<file path="src/rtl/uart_pkg.sv">
// Shared types and helpers for the 8N1 UART: FSM state enums, data width,
// and the baud divisor calculation.
package uart_pkg;

  localparam int DATA_BITS = 8;

  typedef enum logic [1:0] {
    TX_IDLE,
    TX_START,
    TX_DATA,
    TX_STOP
  } tx_state_t;

  typedef enum logic [2:0] {
    RX_IDLE,
    RX_START,
    RX_DATA,
    RX_STOP,
    RX_WAIT_IDLE
  } rx_state_t;

  function automatic int unsigned clks_per_bit(input int unsigned clk_hz,
                                               input int unsigned baud);
    return clk_hz / baud;
  endfunction

endpackage

</file>
<file path="src/rtl/uart_rx.sv">
// 8N1 receiver: 2-FF synchronizer, centre-sampling FSM, LSB-first shift register.
// rx_byte is only overwritten by a frame whose stop bit is high.
module uart_rx
  import uart_pkg::*;
#(
  parameter int unsigned CLKS_PER_BIT = 104
) (
  input  logic                 clk,
  input  logic                 rst_n,
  input  logic                 rx,
  input  logic                 rx_enable,
  output logic [DATA_BITS-1:0] rx_byte,
  output logic                 byte_available
);

  localparam int unsigned CW = $clog2(CLKS_PER_BIT);
  localparam logic [CW-1:0] LAST = CW'(CLKS_PER_BIT - 1);
  localparam logic [CW-1:0] HALF = CW'(CLKS_PER_BIT / 2 - 1);

  logic [1:0]           r_sync;
  logic                 w_rx_s;
  rx_state_t            r_state;
  logic [CW-1:0]        r_cnt;
  logic [2:0]           r_bit;
  logic [DATA_BITS-1:0] r_shift;

  assign w_rx_s = r_sync[1];

  always_ff @(posedge clk) begin
    if (!rst_n) begin
      r_sync         <= '1;
      r_state        <= RX_IDLE;
      r_cnt          <= '0;
      r_bit          <= '0;
      r_shift        <= '0;
      rx_byte        <= '0;
      byte_available <= 1'b0;
    end else begin
      r_sync         <= {r_sync[0], rx};
      byte_available <= 1'b0;
      case (r_state)
        RX_IDLE: begin
          r_cnt <= '0;
          r_bit <= '0;
          if (!w_rx_s && rx_enable) r_state <= RX_START;
        end
        // A start bit that is high again at its centre was only a glitch.
        RX_START: begin
          if (r_cnt == HALF) begin
            r_cnt   <= '0;
            r_state <= w_rx_s ? RX_IDLE : RX_DATA;
          end else begin
            r_cnt <= r_cnt + 1'b1;
          end
        end
        RX_DATA: begin
          if (r_cnt == LAST) begin
            r_cnt   <= '0;
            r_shift <= {w_rx_s, r_shift[DATA_BITS-1:1]};
            r_bit   <= r_bit + 3'd1;
            if (r_bit == 3'(DATA_BITS - 1)) r_state <= RX_STOP;
          end else begin
            r_cnt <= r_cnt + 1'b1;
          end
        end
        RX_STOP: begin
          if (r_cnt == LAST) begin
            r_cnt <= '0;
            if (w_rx_s) begin
              rx_byte        <= r_shift;
              byte_available <= 1'b1;
              r_state        <= RX_IDLE;
            end else begin
              r_state <= RX_WAIT_IDLE;
            end
          end else begin
            r_cnt <= r_cnt + 1'b1;
          end
        end
        RX_WAIT_IDLE: begin
          if (w_rx_s) r_state <= RX_IDLE;
        end
        default: r_state <= RX_IDLE;
      endcase
    end
  end

endmodule

</file>
<file path="src/rtl/uart_8n1.sv">
// Full-duplex 8N1 UART top: inline transmitter FSM plus the uart_rx receiver.
// TX and RX share only clock and reset.
module uart_8n1
  import uart_pkg::*;
#(
  parameter int unsigned CLK_HZ       = 12_000_000,
  parameter int unsigned BAUD         = 115_200,
  parameter int unsigned CLKS_PER_BIT = clks_per_bit(CLK_HZ, BAUD)
) (
  input  logic                 clk,
  input  logic                 rst_n,
  input  logic                 rx,
  output logic                 tx,
  input  logic [DATA_BITS-1:0] tx_byte,
  input  logic                 tx_enable,
  output logic                 tx_busy,
  input  logic                 rx_enable,
  output logic [DATA_BITS-1:0] rx_byte,
  output logic                 byte_available
);

  localparam int unsigned CW = $clog2(CLKS_PER_BIT);
  localparam logic [CW-1:0] LAST = CW'(CLKS_PER_BIT - 1);

  tx_state_t            r_state;
  logic [CW-1:0]        r_cnt;
  logic [2:0]           r_bit;
  logic [DATA_BITS-1:0] r_shift;

  always_ff @(posedge clk) begin
    if (!rst_n) begin
      r_state <= TX_IDLE;
      r_cnt   <= '0;
      r_bit   <= '0;
      r_shift <= '0;
      tx      <= 1'b1;
      tx_busy <= 1'b0;
    end else begin
      case (r_state)
        TX_IDLE: begin
          if (tx_enable) begin
            r_shift <= tx_byte;
            r_cnt   <= '0;
            r_bit   <= '0;
            tx      <= 1'b0;
            tx_busy <= 1'b1;
            r_state <= TX_START;
          end
        end
        TX_START: begin
          if (r_cnt == LAST) begin
            r_cnt   <= '0;
            tx      <= r_shift[0];
            r_state <= TX_DATA;
          end else begin
            r_cnt <= r_cnt + 1'b1;
          end
        end
        TX_DATA: begin
          if (r_cnt == LAST) begin
            r_cnt <= '0;
            if (r_bit == 3'(DATA_BITS - 1)) begin
              tx      <= 1'b1;
              r_state <= TX_STOP;
            end else begin
              r_bit   <= r_bit + 3'd1;
              tx      <= r_shift[1];
              r_shift <= {1'b0, r_shift[DATA_BITS-1:1]};
            end
          end else begin
            r_cnt <= r_cnt + 1'b1;
          end
        end
        // The last stop-bit cycle doubles as the IDLE acceptance point, so a
        // pending strobe starts the next frame with no idle gap.
        TX_STOP: begin
          if (r_cnt == LAST) begin
            r_cnt <= '0;
            if (tx_enable) begin
              r_shift <= tx_byte;
              r_bit   <= '0;
              tx      <= 1'b0;
              r_state <= TX_START;
            end else begin
              tx_busy <= 1'b0;
              r_state <= TX_IDLE;
            end
          end else begin
            r_cnt <= r_cnt + 1'b1;
          end
        end
        default: r_state <= TX_IDLE;
      endcase
    end
  end

  uart_rx #(
    .CLKS_PER_BIT(CLKS_PER_BIT)
  ) u_rx (
    .clk           (clk),
    .rst_n         (rst_n),
    .rx            (rx),
    .rx_enable     (rx_enable),
    .rx_byte       (rx_byte),
    .byte_available(byte_available)
  );

endmodule

</file>
<file path="config.mk">
export PLATFORM = sky130hd
export DESIGN_NAME = uart_8n1
export DESIGN_NICKNAME = d
export VERILOG_FILES = /design/src/rtl/uart_pkg.sv /design/src/rtl/uart_rx.sv /design/src/rtl/uart_8n1.sv
export SDC_FILE = /design/constraint.sdc
export NUM_CORES = 1
export LEC_CHECK = 0
export ABC_AREA = 1
export CORE_MARGIN = 10
export CORE_UTILIZATION = 45
export DETAILED_ROUTE_END_ITERATION = 10
export GPL_ROUTABILITY_DRIVEN = 0
export PLACE_DENSITY_LB_ADDON = 0.15
export SLEW_MARGIN = 20
export SYNTH_ARGS = -nofsm -noshare
export SYNTH_HDL_FRONTEND = slang
export SYNTH_SLANG_ARGS = --single-unit
export TNS_END_PERCENT = 30
</file>
<file path="constraint.sdc">
create_clock -name clk -period 2.7 [get_ports clk]
set_clock_uncertainty 0.15 [all_clocks]
set_input_delay 0.54 -clock clk [delete_from_list [all_inputs] [get_ports clk]]
set_output_delay 0.54 -clock clk [all_outputs]
set_load 0.02 [all_outputs]
</file>
# Word-level counts from Yosys, hierarchy flattened
# Cells that the tools add are included.
dict set report totals {
  inputBits 13
  out_inout_bits 11
  regBits 54
}
dict set report classes {
  n_reduce_logical 19
  addsub 4
  eq_ne 25
  n_mux 45
}
# cell count
set op_table {}
lappend op_table {{3-bit 2-to-1 mux} 12}
lappend op_table {{8-bit 2-to-1 mux} 4}
lappend op_table {{7-bit 2-to-1 mux} 4}
lappend op_table {{8-bit one-hot mux with 3 select lines} 1}
lappend op_table {{7-bit one-hot mux with 3 select lines} 1}
lappend op_table {{3-bit one-hot mux with 5 select lines} 1}
lappend op_table {{7-bit by 1-bit adder with 7-bit output (second input constant)} 2}
lappend op_table {{7-bit == test (second input constant)} 2}
lappend op_table {{2-bit inequality test (second input constant)} 7}
lappend op_table {{7-bit one-hot mux with 2 select lines} 1}
lappend op_table {{2-bit 2-to-1 mux} 6}
lappend op_table {{2-bit by 1-bit inequality test with 1-bit output (second input constant)} 6}
lappend op_table {{1-bit 2-to-1 mux} 10}
lappend op_table {{3-bit == test (second input constant)} 3}
lappend op_table {{3-bit one-hot mux with 3 select lines} 1}
lappend op_table {{3-bit AND reduction} 3}
lappend op_table {{2-bit one-hot mux with 4 select lines} 1}
lappend op_table {{4-bit AND reduction} 2}
lappend op_table {{7-bit by 6-bit == test with 1-bit output (second input constant)} 1}
lappend op_table {{3-bit by 1-bit adder with 3-bit output (second input constant)} 2}
lappend op_table {{3-bit by 2-bit == test with 1-bit output (second input constant)} 2}
lappend op_table {{3-bit one-hot mux with 2 select lines} 1}
lappend op_table {{6-bit AND reduction} 1}
lappend op_table {{3-bit nonzero test} 2}
lappend op_table {{14 further kinds} 17}

# Logic depth before layout (Yosys ltp)
dict set report logic_depth {
  word_depth 4
  depth_mapped 10
  depth_no_buf 10
}

# By module
# A second synthesis with hierarchy kept.
dict set report unflattened {
  hier_cells 379
  area_unflattened_um2 2785.2
}
# module n_inst cells_per_inst area_per_inst_um2
set modules_own_cells {}
lappend modules_own_cells {uart_rx 1 186 1447.6}
lappend modules_own_cells {uart_8n1 1 193 1337.5}

# Worst setup path before layout
# No wires, ideal clock.
dict set report synth_path {
  path_kind {register to register}
  start {register r_state[0]}
  end {register r_bit[1]}
  slack_ns 1.086
  arrival_ns 1.350
  path_stages_with_launch 10
  setup_ns 0.115
  required_ns 2.435
  cell_sequence {dfxtp_1 inv_1 ha_1 nand2_1 nand2_1 nor2_1 buf_2 nand3_1 nand2_1 nor2_1}
}
dict set report synth_between {
  elab_chain_cells 3
  elab_cells_between_ends 9
  cone_classes {eq/ne (5); mux (1); reduce/logical (3)}
}
# element line
set synth_rtl {}
lappend synth_rtl {{start: declaration} uart_8n1.sv:25} ;# tx_state_t r_state;
lappend synth_rtl {{start signal: assignment} uart_8n1.sv:32} ;# r_state <= TX_IDLE;
lappend synth_rtl {{start signal: assignment} uart_8n1.sv:47} ;# r_state <= TX_START;
lappend synth_rtl {{start signal: assignment} uart_8n1.sv:54} ;# r_state <= TX_DATA;
lappend synth_rtl {{2-bit == test / 2-bit zero test (equally long branches)} uart_8n1.sv:39} ;# case (r_state)
lappend synth_rtl {{2-bit inequality test (no source line) / 3-bit nonzero test (equally long branches)} n/a}
lappend synth_rtl {{4-bit AND reduction (no source line)} n/a}
lappend synth_rtl {{end signal: assignment} uart_8n1.sv:66} ;# r_bit <= r_bit + 3'd1;
lappend synth_rtl {{end: declaration} uart_8n1.sv:27} ;# logic [2:0] r_bit;
# Several ways; a longest one is shown, not always the timed one.
# A chain may end at the register's enable or synchronous reset.

# Final worst setup path
dict set report layout_path {
  start {register r_state[0]}
  end {register r_state[1]}
}
dict set report layout_between {
  elab_chain_cells 3
  elab_cells_between_ends 11
  cone_classes {eq/ne (8); mux (1); reduce/logical (2)}
}
# element line
set layout_rtl {}
lappend layout_rtl {{2-bit == test, or another cell as far along} uart_8n1.sv:39}
lappend layout_rtl {{2-bit inequality test (no source line)} n/a}
lappend layout_rtl {{5-bit AND reduction (no source line)} n/a}
# Several ways; a longest one is shown, not always the timed one.

==> out/results.md <==
| Result | Value | Unit |
| --- | --- | --- |
| Endpoint of the most critical register-to-register path | r_state[1] | - |
| Sw Ratio | 39.7 | % |
| Outcome | complete, no violations | - |
| Floorplan die area | 9400 | um^2 |
| Inserted Diodes | 0 | - |
| Setup violators final | 0 | - |
| Via count of the routed design | 2,293 | - |
| Category of the critical setup timing path | reg -> reg | - |
| Number of top-level design ports | 24 | - |
| Fraction of the cycle the final worst path needs | 76.9 | % |
| Pins over their slew limit | 0 | - |
| H-tree levels | 2 | - |
| Total standard cell area after synthesis | 2670 | um^2 |
| Most frequent cells in the layout | sky130_fd_sc_hd__nand2_1 (76), sky130_fd_sc_hd__nor2_1 (64), sky130_fd_sc_hd__dfxtp_1 (54), sky130_fd_sc_hd__nand3_1 (33), sky130_fd_sc_hd__a21oi_1 (32) | - |
| Max-cap violations | 0 | - |
| Average wire per standard cell | 11.2 | um |
| Proportion of power drawn by combinational gates | 37.6 | % |
| Actual transition at the worst max-transition pin | 0.615 | ns |
| Hold endpoint | u_rx.r_sync[1] | - |
| Crit-path max FO | 13 | - |
| Most used cell along the critical path | sky130_fd_sc_hd__nand2_1 | - |
| Via count of the first global-routing pass | 2,222 | - |
| CP cell instances | inv_1 -> ha_1 -> inv_1 -> nand3_1 -> nand2_1 -> nand2_1 -> nand2_1 -> a21oi_1 | - |
| Crit path max-delay family | adder cells | - |
| Leading cell type in the layout, fill and taps excluded | sky130_fd_sc_hd__nand2_1 | - |
| Wire length of the first global-routing pass | 9.50 | mm |
| Number of port buffers | 23 | - |
| Overall power after layout | 2.43 | mW |
| RSZ-0062 raised after global routing | false | - |
| Path length in cells of the critical path | 8 | - |
| Post-layout util | 53.6 | % |
| Largest incremental delay on the critical path | 0.58 | ns |
| Final hold viol count | 0 | - |
| Maximum vdd ir drop | 0.417 | mV |
| Worst Setup Slack post-DPL | 0.599 | ns |
| Design internal power | 1.47 | mW |
| Depth of the worst register-to-register path | 8 | - |
| Critical path required time | 2.79 | ns |
| Net Switching | 964 | uW |
| Starting density of the core | 47.3 | % |
| Width of the die | 97.0 | um |
| Iteration-0 DRC count of the detailed router | 86 | - |
| Sum of negative setup slack | 0 | ns |
| Global-route usage over all layers | 11.2 | % |
| Placeable core area | 5640 | um^2 |
| Register share of total power | 42.5 | % |
| Longest Clk Path Bufs | 2 | - |
| Worst hold path type | reg -> reg | - |
| Synth Register Bits | 54 | - |
| Post-route DRC | 0 | - |
| Number of nets in the synthesized netlist | 393 | - |
| Number of distinct library cells after synthesis | 30 | - |
| CTS tree | yes | - |
| Number of nets in the layout | 414 | - |
| HPWL Detailed | 3.70 | mm |
| Highest Clock Rate | 0.482 | GHz |
| Pin count of the biggest net entering global routing | 33 | - |
| Std-Cell Rows | 27 | - |
| Wire length after detailed routing | 5.20 | mm |
| Post-synthesis average cell area | 7.25 | um^2 |
| Number of antenna violations at the first check in global routing | 0 | - |
| Final ANT Viol Nets | 0 | - |
| Final Non-Filler Cells | 462 | - |
| Synth-to-Final Area Change | 13.4 | % |
| CTS Hold Bufs | 0 | - |
| Height of the die | 97.0 | um |
| WHS Path Cells | 1 | - |
| Placed cell count | 454 | - |
| Share of total power in the clock network | 19.9 | % |
| Slowest stage cell, crit path | sky130_fd_sc_hd__ha_1 | - |
| Aggregate global routing overflow | 0 | - |
| Fraction of the yosys area taken by sequential cells | 40.5 | % |
| Critical register-to-register path startpoint | r_state[0] | - |
| EDFF count, synth | 0 | - |
| Kind of launch point of the worst setup path | flip-flop | - |
| Ys async rst share | 0 | % |
| Buf/Inv on CP | 2 | - |
| YS warnings | 0 | - |
| Crit path setup slack, layout | 0.624 | ns |
| Pwr/cell area | 804 | nW/um^2 |
| Final Critical Period | 2.08 | ns |
| # clock sinks | 54 | - |
| Number of buffers added for setup after CTS | 0 | - |
| Number of buffers created by CTS | 5 | - |
| Latest clock arrival within the worst-skew pair | 0.31 | ns |
| Setup crit end kind | flip-flop | - |
| Average via count per standard cell | 4.96 | - |
| Arrival time at the worst endpoint | 2.16 | ns |
| Detailed Routing Iterations Pass 1 | 4 | - |
| Lkg Pwr | 1.33 | nW |
| Headroom to the max-slew limit | 59.0 | % |
| Mapped Cells | 368 | - |
| Layout cells sized above 1 | 7.18 | % |
| Launch point of the worst hold path | u_rx.r_sync[0] | - |
| Clock-pin slew reported for the worst setup and hold paths after clock tree synthesis | 0.11 | ns |
| Most common flop cell mapped by yosys | sky130_fd_sc_hd__dfxtp_1 | - |
| Slack of the worst reg-to-reg path | 0.62 | ns |
| Post-cts gate resize count | 0 | - |
| Clk Tree Root Cell | sky130_fd_sc_hd__clkbuf_8 | - |
## state kept, by name, summed over array words and instances (netlist names)
signal and cells:
r_bit 3, r_cnt 7, r_shift 8, r_state 2, tx 1, tx_busy 1
u_rx.byte_available 1, u_rx.r_bit 3, u_rx.r_cnt 7, u_rx.r_shift 8, u_rx.r_state 3, u_rx.r_sync 2
u_rx.rx_byte 8
## area by class of cell
cell class	instances	area, um^2
repair buffers	26	253
well taps	72	90.1
flip-flops and latches	54	1080
clock inverters	3	28.8
fillers	552	2620
clock buffers	5	68.8
multi-input cells	271	1390
inverters	31	116
## power groups by stage
stage / clock network (mW) / registers (mW) / logic (mW)
after global placement: 0 / 1.05 / 0.906
final: 0.485 / 1.03 / 0.914
after global routing: 0.529 / 1.05 / 1.06
after detailed placement: 0 / 1.05 / 0.919
after floorplan: 0 / 1.02 / 0.777
after CTS: 0.502 / 1.03 / 0.922
## per-stage QoR
stage	hold WS (ns)	cell area, um^2
2_1_floorplan	0.243	2670
3_3_place_gp	0.246	2930
3_5_place_dp	0.249	2930
4_1_cts	0.275	3020
5_1_grt	0.291	3020
6_report	0.275	3020
## Yosys cell counts, types with 2 or more instances
master / instances / area [um^2]
sky130_fd_sc_hd__a21oi_1: 32 / 160
sky130_fd_sc_hd__ha_1: 12 / 150
sky130_fd_sc_hd__mux2i_1: 6 / 60.1
sky130_fd_sc_hd__nor2_1: 64 / 240
sky130_fd_sc_hd__nor3_1: 2 / 10.0
sky130_fd_sc_hd__buf_2: 3 / 15.0
sky130_fd_sc_hd__or2_2: 4 / 25.0
sky130_fd_sc_hd__dfxtp_1: 54 / 1080
sky130_fd_sc_hd__inv_2: 4 / 15.0
sky130_fd_sc_hd__clkbuf_1: 4 / 15.0
sky130_fd_sc_hd__inv_1: 27 / 101
sky130_fd_sc_hd__o21ai_0: 24 / 120
sky130_fd_sc_hd__buf_6: 4 / 45.0
sky130_fd_sc_hd__nand2_1: 76 / 285
sky130_fd_sc_hd__nor2_4: 3 / 33.8
sky130_fd_sc_hd__nand3_1: 33 / 165
sky130_fd_sc_hd__nand4_1: 3 / 18.8
## routing by layer
layer | vias up | GRT usage (%) | wire, um
met1 | 1029 | 13.9 | 2610
met5 | - | 0 | 0
met2 | 23 | 18.7 | 2370
li1 | 1237 | - | -
met4 | 0 | 2.93 | 36
met3 | 4 | 2.98 | 182
## logic make-up after synthesis
group,count (synthesis),share of synthesized area [%]
adder cells (fa/ha/maj),12,5.63
flip-flops,54,40.5
buffers and inverters,43,7.46
XOR/XNOR,1,0.329
AND/OR/NAND/NOR,190,31.4
multiplexers,6,2.25
AO/OA/AOI/OAI,62,12.4
## worst max-delay path by stage
| stage | slack, ns | to | startpoint |
|---|---|---|---|
| 2_1_floorplan | 1.09 | r_bit[1] | r_state[0] |
| 3_3_place_gp | 0.62 | u_rx.r_sync[0] | rst_n |
| 3_5_place_dp | 0.60 | u_rx.r_sync[1] | rst_n |
| 4_1_cts | 0.62 | r_state[0] | r_state[0] |
| 5_1_grt | 0.34 | r_bit[2] | r_state[0] |
| 6_report | 0.62 | r_state[1] | r_state[0] |
Note: power is estimated with default switching activity, not from simulation.
